## config.mk

```make
export PLATFORM = sky130hd
export DESIGN_NAME = micro_ucr_timeout_cnt
export DESIGN_NICKNAME = d
export VERILOG_FILES = /design/src/rtl/micro_ucr_timeout_cnt.sv
export SDC_FILE = /design/constraint.sdc
export NUM_CORES = 1
export LEC_CHECK = 0
export CORE_AREA = 4 4 41 43
export DETAILED_ROUTE_END_ITERATION = 8
export DIE_AREA = 0 0 45 47
export PLACE_DENSITY = 0.52
export SETUP_SLACK_MARGIN = 0.3
export SYNTH_ARGS = -nofsm -noshare
export SYNTH_HDL_FRONTEND = slang
export SYNTH_SLANG_ARGS = --single-unit
```

## constraint.sdc

```tcl
create_clock -name clk -period 1.7 [get_ports clk]
set_input_delay 0.51 -clock clk [delete_from_list [all_inputs] [get_ports clk]]
set_output_delay 0.51 -clock clk [all_outputs]
set_load 0.005 [all_outputs]
```

## src/rtl/micro_ucr_timeout_cnt.sv

```systemverilog
// Clearable up-counter; tc flags the TIMEOUT-th enabled cycle since the last clear.
module micro_ucr_timeout_cnt #(
  parameter int TIMEOUT = 64
) (
  input  logic clk,
  input  logic reset,
  input  logic clr,
  input  logic en,
  output logic tc
);

  localparam int CW = (TIMEOUT < 2) ? 1 : $clog2(TIMEOUT);
  localparam logic [CW-1:0] LAST = CW'(TIMEOUT - 1);

  logic [CW-1:0] cnt;

  assign tc = en && (cnt == LAST);

  always_ff @(posedge clk) begin
    if (!reset)         cnt <= '0;
    else if (clr)       cnt <= '0;
    else if (en && !tc) cnt <= cnt + 1'b1;
  end

endmodule

```

==> out/metrics.yaml, run 1 <==
viasPerCell: 4.71
cts_buffers: 3
outcome: "finished, final reports clean"
antenna_found_initial: 0
intPower_w: 0.000239
slowest_stage: "dfxtp_2"
synth_area_um2: 310
crit_fanout: 2
drive_gt1_share_pct: 41.5
power_frac_seq_pct: 48.3
grt_max_degree: 7
netlist.area_leader.share_pct: 38.7
p_sw_w: 0.0000608
synth-seq-area-share_pct: 38.7
cp_top_family: "simple AND/OR/NAND/NOR gates"
reg_top3: "cnt: 6 flops"
stdcell_count: 68
fp.dieW_um: 45
worstSetupEndpointType: "output port"
area_growth_pct: 60.9
period_share_pct: 98.9
finClkSkew_ps: 3.08
cts_root_buf: "clkbuf_4"
largest_reg_flops: 6
rows: 13
diodes: 0
synthTopCellsByArea: "dfxtp_1 39%, mux2i_1 6.5%, a21oi_1 4.8%, nor3_1 4.8%, nand2_1 4.8%"
avgSynthCellArea_um2: 8.87
postRouteAntennaNets: 0
worst-setup-path-type: "flip-flop to output port"
switching_share_pct: 20.3
final.min_clock_period_ps: 1680
io_buffers: 4
ys_types: 19
cts_tree: "built"
whs_ps: 559
die_area_um2: 2120
pwr-share-comb_pct: 8.6
p_total_w: 0.000300
slew_viol_final: 0
finalHoldViolations: 0
grt_pass1_vias: 290
wire_per_inst_um: 10.1
ir_drop_mv: 0.319
cts_max_path_buffers: 2
htree_levels: 1
start_util_pct: 23.8
cpPeakStageDelay_ps: 340
cp_cell_sequence: "ha_4 > and4_4 > and3_4 > buf_6"
syn_inst: 35
setup_violations: 0
drtPass1Iterations: 4
ys_ff_latch: 6
vias: 320
clk_pin_slew_worst_paths_ps: 40
worst_pin_slew_ps: 167
p_leak_nw: 0.208
boundaryPins: 5
cp_num_buf_inv: 1
pwr-share-clk_pct: 43.1
timing.fmax_ghz: 0.595
worstHoldPathType: "flip-flop to flip-flop"
wl_um: 685
arrival_ps: 1170
globalplace.congestion: 0.728
drc: 0
start_kind: "flip-flop"
clock_latency_ps: 240
fin_setup_tns_ps: 0
clock-sinks: 6
die_h_um: 47
regMostFlops: "cnt"
layout.nets: 60
syn_nets: 40
cp.required_ps: 1190
yosys.area.top_type: "dfxtp_1"
core-area_um2: 1300
post-place-cells: 63
slew_headroom_pct: 88.7
grt_use_total_pct: 7.59
grt_pass1_wl_mm: 1.10
overflow: 0
yosys_warnings: 0
drv_cap: 0
power.density_nw_per_um2: 601
rsz0062_at_grt: "true"
drt_iter0_markers: 1
==> worst reg2reg max path: stages (launching register included) <==
cell and delay [ps]:
dfxtp_2 330, ha_4 160, buf_4 120, buf_4 140
nand3_1 90, o21a_1 170, mux2i_1 200
==> power groups by stage <==
stage	sequential (W)	clock (W)	combinational, W
global route	0.000145	0.000143	0.0000285
finish	0.000145	0.000129	0.0000259
global placement	0.000147	0	0.0000258
CTS	0.000145	0.000138	0.0000253
detailed placement	0.000147	0	0.0000259
floorplan	0.000148	0	0.00000904
==> cell usage in the layout, fill, tap and decap left out <==
master,count
and4_1,1
a21oi_1,3
nand2_1,4
clkbuf_4,3
inv_1,1
buf_6,1
buf_4,11
ha_4,1
nor2b_2,1
a41oi_1,1
and3_4,2
and3_1,1
clkdlybuf4s50_1,2
nand2b_1,2
and4_4,1
o21a_1,1
o21ai_0,1
nand3_1,2
clkdlybuf4s15_1,1
and4b_1,1
a31oi_1,1
dfxtp_2,2
mux2i_1,2
nor3_1,3
dfxtp_1,4
==> stage by stage <==
stage	utilization [%]	worst slack, ps	cell area [µm²]
CTS	36.9	-17.5	480
detailed placement	35.2	-700	458
floorplan	-	293	332
global route	38.4	-18.1	499
global placement	35.2	-692	458
finish	38.4	18.7	499
==> path summary, 6_finish.rpt <==
kind | cells past startpoint | endpoint | slack [ps] | startpoint
worst max-delay path | 4 | tc | 20 | cnt[1]
worst min register to register | 1 | cnt[4] | 560 | cnt[4]
worst max register to register | 6 | cnt[0] | 420 | cnt[1]
worst min-delay path | 1 | cnt[4] | 560 | cnt[4]
==> cell type report <==
class / count / area [µm²]
Sequential cell: 6 / 123
Tap cell: 15 / 18.8
Clock buffer: 3 / 22.5
Fill cell: 144 / 802
Inverter: 1 / 3.75
Multi-Input combinational cell: 28 / 208
Timing Repair Buffer: 15 / 124
==> synth_stat cells <==
master,n
nor2b_1,1
inv_1,1
ha_1,1
and4b_1,1
dfxtp_1,6
a21oi_1,3
and3_1,2
and4_2,1
nand3_1,2
nand2b_1,2
and4_1,1
a41oi_1,1
nor3_1,3
and3_4,1
mux2i_1,2
o21ai_0,1
a31oi_1,1
o21a_1,1
nand2_1,4
==> timing repair <==
action                                 4_1_cts  5_1_grt
setup endpoints to repair                    3        3
resized for setup                            6        2
hold buffers                                 0        0
endpoints found under the hold margin        0        0
setup buffers                                0        2
pin swaps                                    3        2
==> logic make-up (layout without fill, tap and decap cells) <==
| family | count (synthesis) | after routing | synth area share [%] |
|---|---|---|---|
| muxes | 2 | 2 | 6.45 |
| adders and majority gates | 1 | 1 | 4.03 |
| DFF | 6 | 6 | 38.7 |
| buffers and inverters | 1 | 19 | 1.21 |
| and+or+nand+nor | 18 | 18 | 35.9 |
| AOI/OAI and AO/OA | 7 | 7 | 13.7 |
==> routing by layer <==
layer / up-vias / global-route usage, % / wire [µm]
li1: 169 / - / -
met1: 143 / 8.43 / 311
met2: 6 / 10.2 / 337
met3: 2 / 1.15 / 16
met4: 0 / 11.7 / 20
met5: - / 0 / 0
(Power assumes the default switching activity.)
==> run 2, diff against run 1 <==
--- a/config.mk
+++ b/config.mk
@@ -9,6 +9,7 @@
 export DETAILED_ROUTE_END_ITERATION = 8
 export DIE_AREA = 0 0 45 47
 export PLACE_DENSITY = 0.52
+export RECOVER_POWER = 25
 export SETUP_SLACK_MARGIN = 0.3
 export SYNTH_ARGS = -nofsm -noshare
 export SYNTH_HDL_FRONTEND = slang
==> out/metrics.yaml, run 2 (synthesized netlist as in run 1, its figures left out) <==
worst-r2r-cell-count: 6  # unchanged
rsz0062_at_grt: "true"
setup_violations: 0  # unchanged
placedInstanceArea_um2: 458  # unchanged
cpPeakStageDelay_ps: 340  # about the same
clock-sinks: 6  # unchanged
final_util_pct: 38.4  # unchanged
period_share_pct: 98.9  # unchanged
globalplace.congestion: 0.728  # unchanged
grt_max_degree: 7  # unchanged
p_sw_w: 0.0000608  # unchanged
start_util_pct: 23.8  # unchanged
grt_use_total_pct: 7.59  # unchanged
whs_ps: 559  # unchanged
grt_pass1_wl_mm: 1.10  # unchanged
cp_cell_sequence: "ha_4 > and4_4 > and3_4 > buf_6"
cts_buffers: 3  # unchanged
finalHoldViolations: 0  # unchanged
arrival_ps: 1170  # about the same
intPower_w: 0.000239  # -0.20%
ir_drop_mv: 0.319  # about the same
boundaryPins: 5  # unchanged
regMostFlops: "cnt"
clock_latency_ps: 240  # about the same
p_leak_nw: 0.208  # +0.13%
postCtsHoldBufs: 0  # unchanged
pwr-share-comb_pct: 8.5  # about the same
cts_tree: "built"
vias: 320  # unchanged
cts_max_path_buffers: 2  # unchanged
pwr-share-clk_pct: 43.2  # about the same
wire_per_inst_um: 10.1  # unchanged
clk_pin_slew_worst_paths_ps: 40  # about the same
drv_cap: 0  # unchanged
worst_pin_slew_ps: 167  # unchanged
drive_gt1_share_pct: 41.5  # unchanged
grt_pass1_vias: 290  # unchanged
timing.fmax_ghz: 0.595  # unchanged
switching_share_pct: 20.3  # +0.032 points
slowest_stage: "dfxtp_2"
cts_root_buf: "clkbuf_4"
worst-setup-path-type: "flip-flop to output port"
layout.nets: 60  # unchanged
final.min_clock_period_ps: 1680  # unchanged
layout_common_cells: "11 x buf_4, 4 x nand2_1, 4 x dfxtp_1"
io_buffers: 4  # unchanged
r2r-end: "cnt[0]"
worstHoldPathType: "flip-flop to flip-flop"
crit_fanout: 2  # unchanged
slew_headroom_pct: 88.7  # unchanged
core-area_um2: 1300  # unchanged
rows: 13  # unchanged
die_h_um: 47  # unchanged
drc: 0  # unchanged
power.density_nw_per_um2: 600  # -0.16%
outcome: "finished, final reports clean"
drt_iter0_markers: 1  # unchanged
cp.required_ps: 1190  # about the same
power_frac_seq_pct: 48.3  # about the same
wl_um: 685  # unchanged
finClkSkew_ps: 3.08  # unchanged
diodes: 0  # unchanged
antenna_found_initial: 0  # unchanged
design_area_um2: 499  # unchanged
die_area_um2: 2120  # unchanged
viasPerCell: 4.71  # unchanged
htree_levels: 1  # unchanged
worstSetupEndpointType: "output port"
postRouteAntennaNets: 0  # unchanged
rrSetupSlack_ps: 420  # about the same
slew_viol_final: 0  # unchanged
drtPass1Iterations: 4  # unchanged
area_growth_pct: 60.9  # unchanged
crit_end: "tc"
rr_startpoint: "cnt[1]"
largest_reg_flops: 6  # unchanged
startpoint: "cnt[1]"
mostFrequentLayoutCell: "buf_4"
start_kind: "flip-flop"
fp.dieW_um: 45  # unchanged
overflow: 0  # unchanged
reg_top3: "cnt: 6 flops"
num-fill-cells: 144  # unchanged
run 2: cell count changes in the layout (fill, tap and decap cells not counted):
cell | before | now
clkdlybuf4s50_1 | 2 | 1
dlygate4sd3_1 | 0 | 1
run 2: worst min-delay path by stage:
stage | start | endpoint | cells past startpoint
final | cnt[4] | cnt[4] | 1
after global routing | cnt[4] | cnt[4] | 1
after CTS | cnt[4] | cnt[4] | 1
after detailed placement | cnt[4] | cnt[4] | 1
after global placement | cnt[4] | cnt[4] | 1
after floorplan | cnt[1] | cnt[1] | 2
run 2: layout make-up:
cell class | count | area [µm²] | share of cell area (%)
clock buffers | 3 | 22.5 | 4.51
inverters | 1 | 3.75 | 0.752
multi-input cells | 28 | 208 | 41.6
flip-flops and latches | 6 | 123 | 24.6
well taps | 15 | 18.8 | 3.76
repair buffers | 15 | 124 | 24.8
run 2: layer usage:
metal / GRT usage (%) / wire length, µm / up-vias
li1: - / - / 169
met1: 8.43 / 311 / 143
met2: 10.2 / 337 / 6
met3: 1.15 / 16 / 2
met4: 11.7 / 20 / 0
met5: 0 / 0 / -
run 2: timing repair:
item	4_1_cts	5_1_grt
pin swaps	3	2
setup buffers	0	2
gates resized for setup	6	2
setup endpoints to repair	3	3
run 2: per-stage QoR:
stage,total power [W],setup TNS (ps),worst slack (ps),cells
6_report,0.000299,0,18.7,68
3_5_place_dp,0.000173,-740,-700,63
2_1_floorplan,0.000157,0,293,35
3_3_place_gp,0.000173,-758,-692,63
4_1_cts,0.000308,-17.5,-17.5,66
5_1_grt,0.000316,-18.1,-18.1,68
run 2: power by group through the flow:
stage | logic, W | clock network, W | registers, W
2_1_floorplan | 0.00000904 | 0 | 0.000148
3_3_place_gp | 0.0000258 | 0 | 0.000147
3_5_place_dp | 0.0000259 | 0 | 0.000147
4_1_cts | 0.0000253 | 0.000138 | 0.000145
5_1_grt | 0.0000281 | 0.000143 | 0.000145
6_report | 0.0000255 | 0.000129 | 0.000145
run 2: critical path, delay by kind of cell (launching register included):
kind / cells / cell delay (ps)
buffers and inverters: 1 / 80
adders and majority gates: 1 / 140
DFF: 1 / 340
and+or+nand+nor: 2 / 370
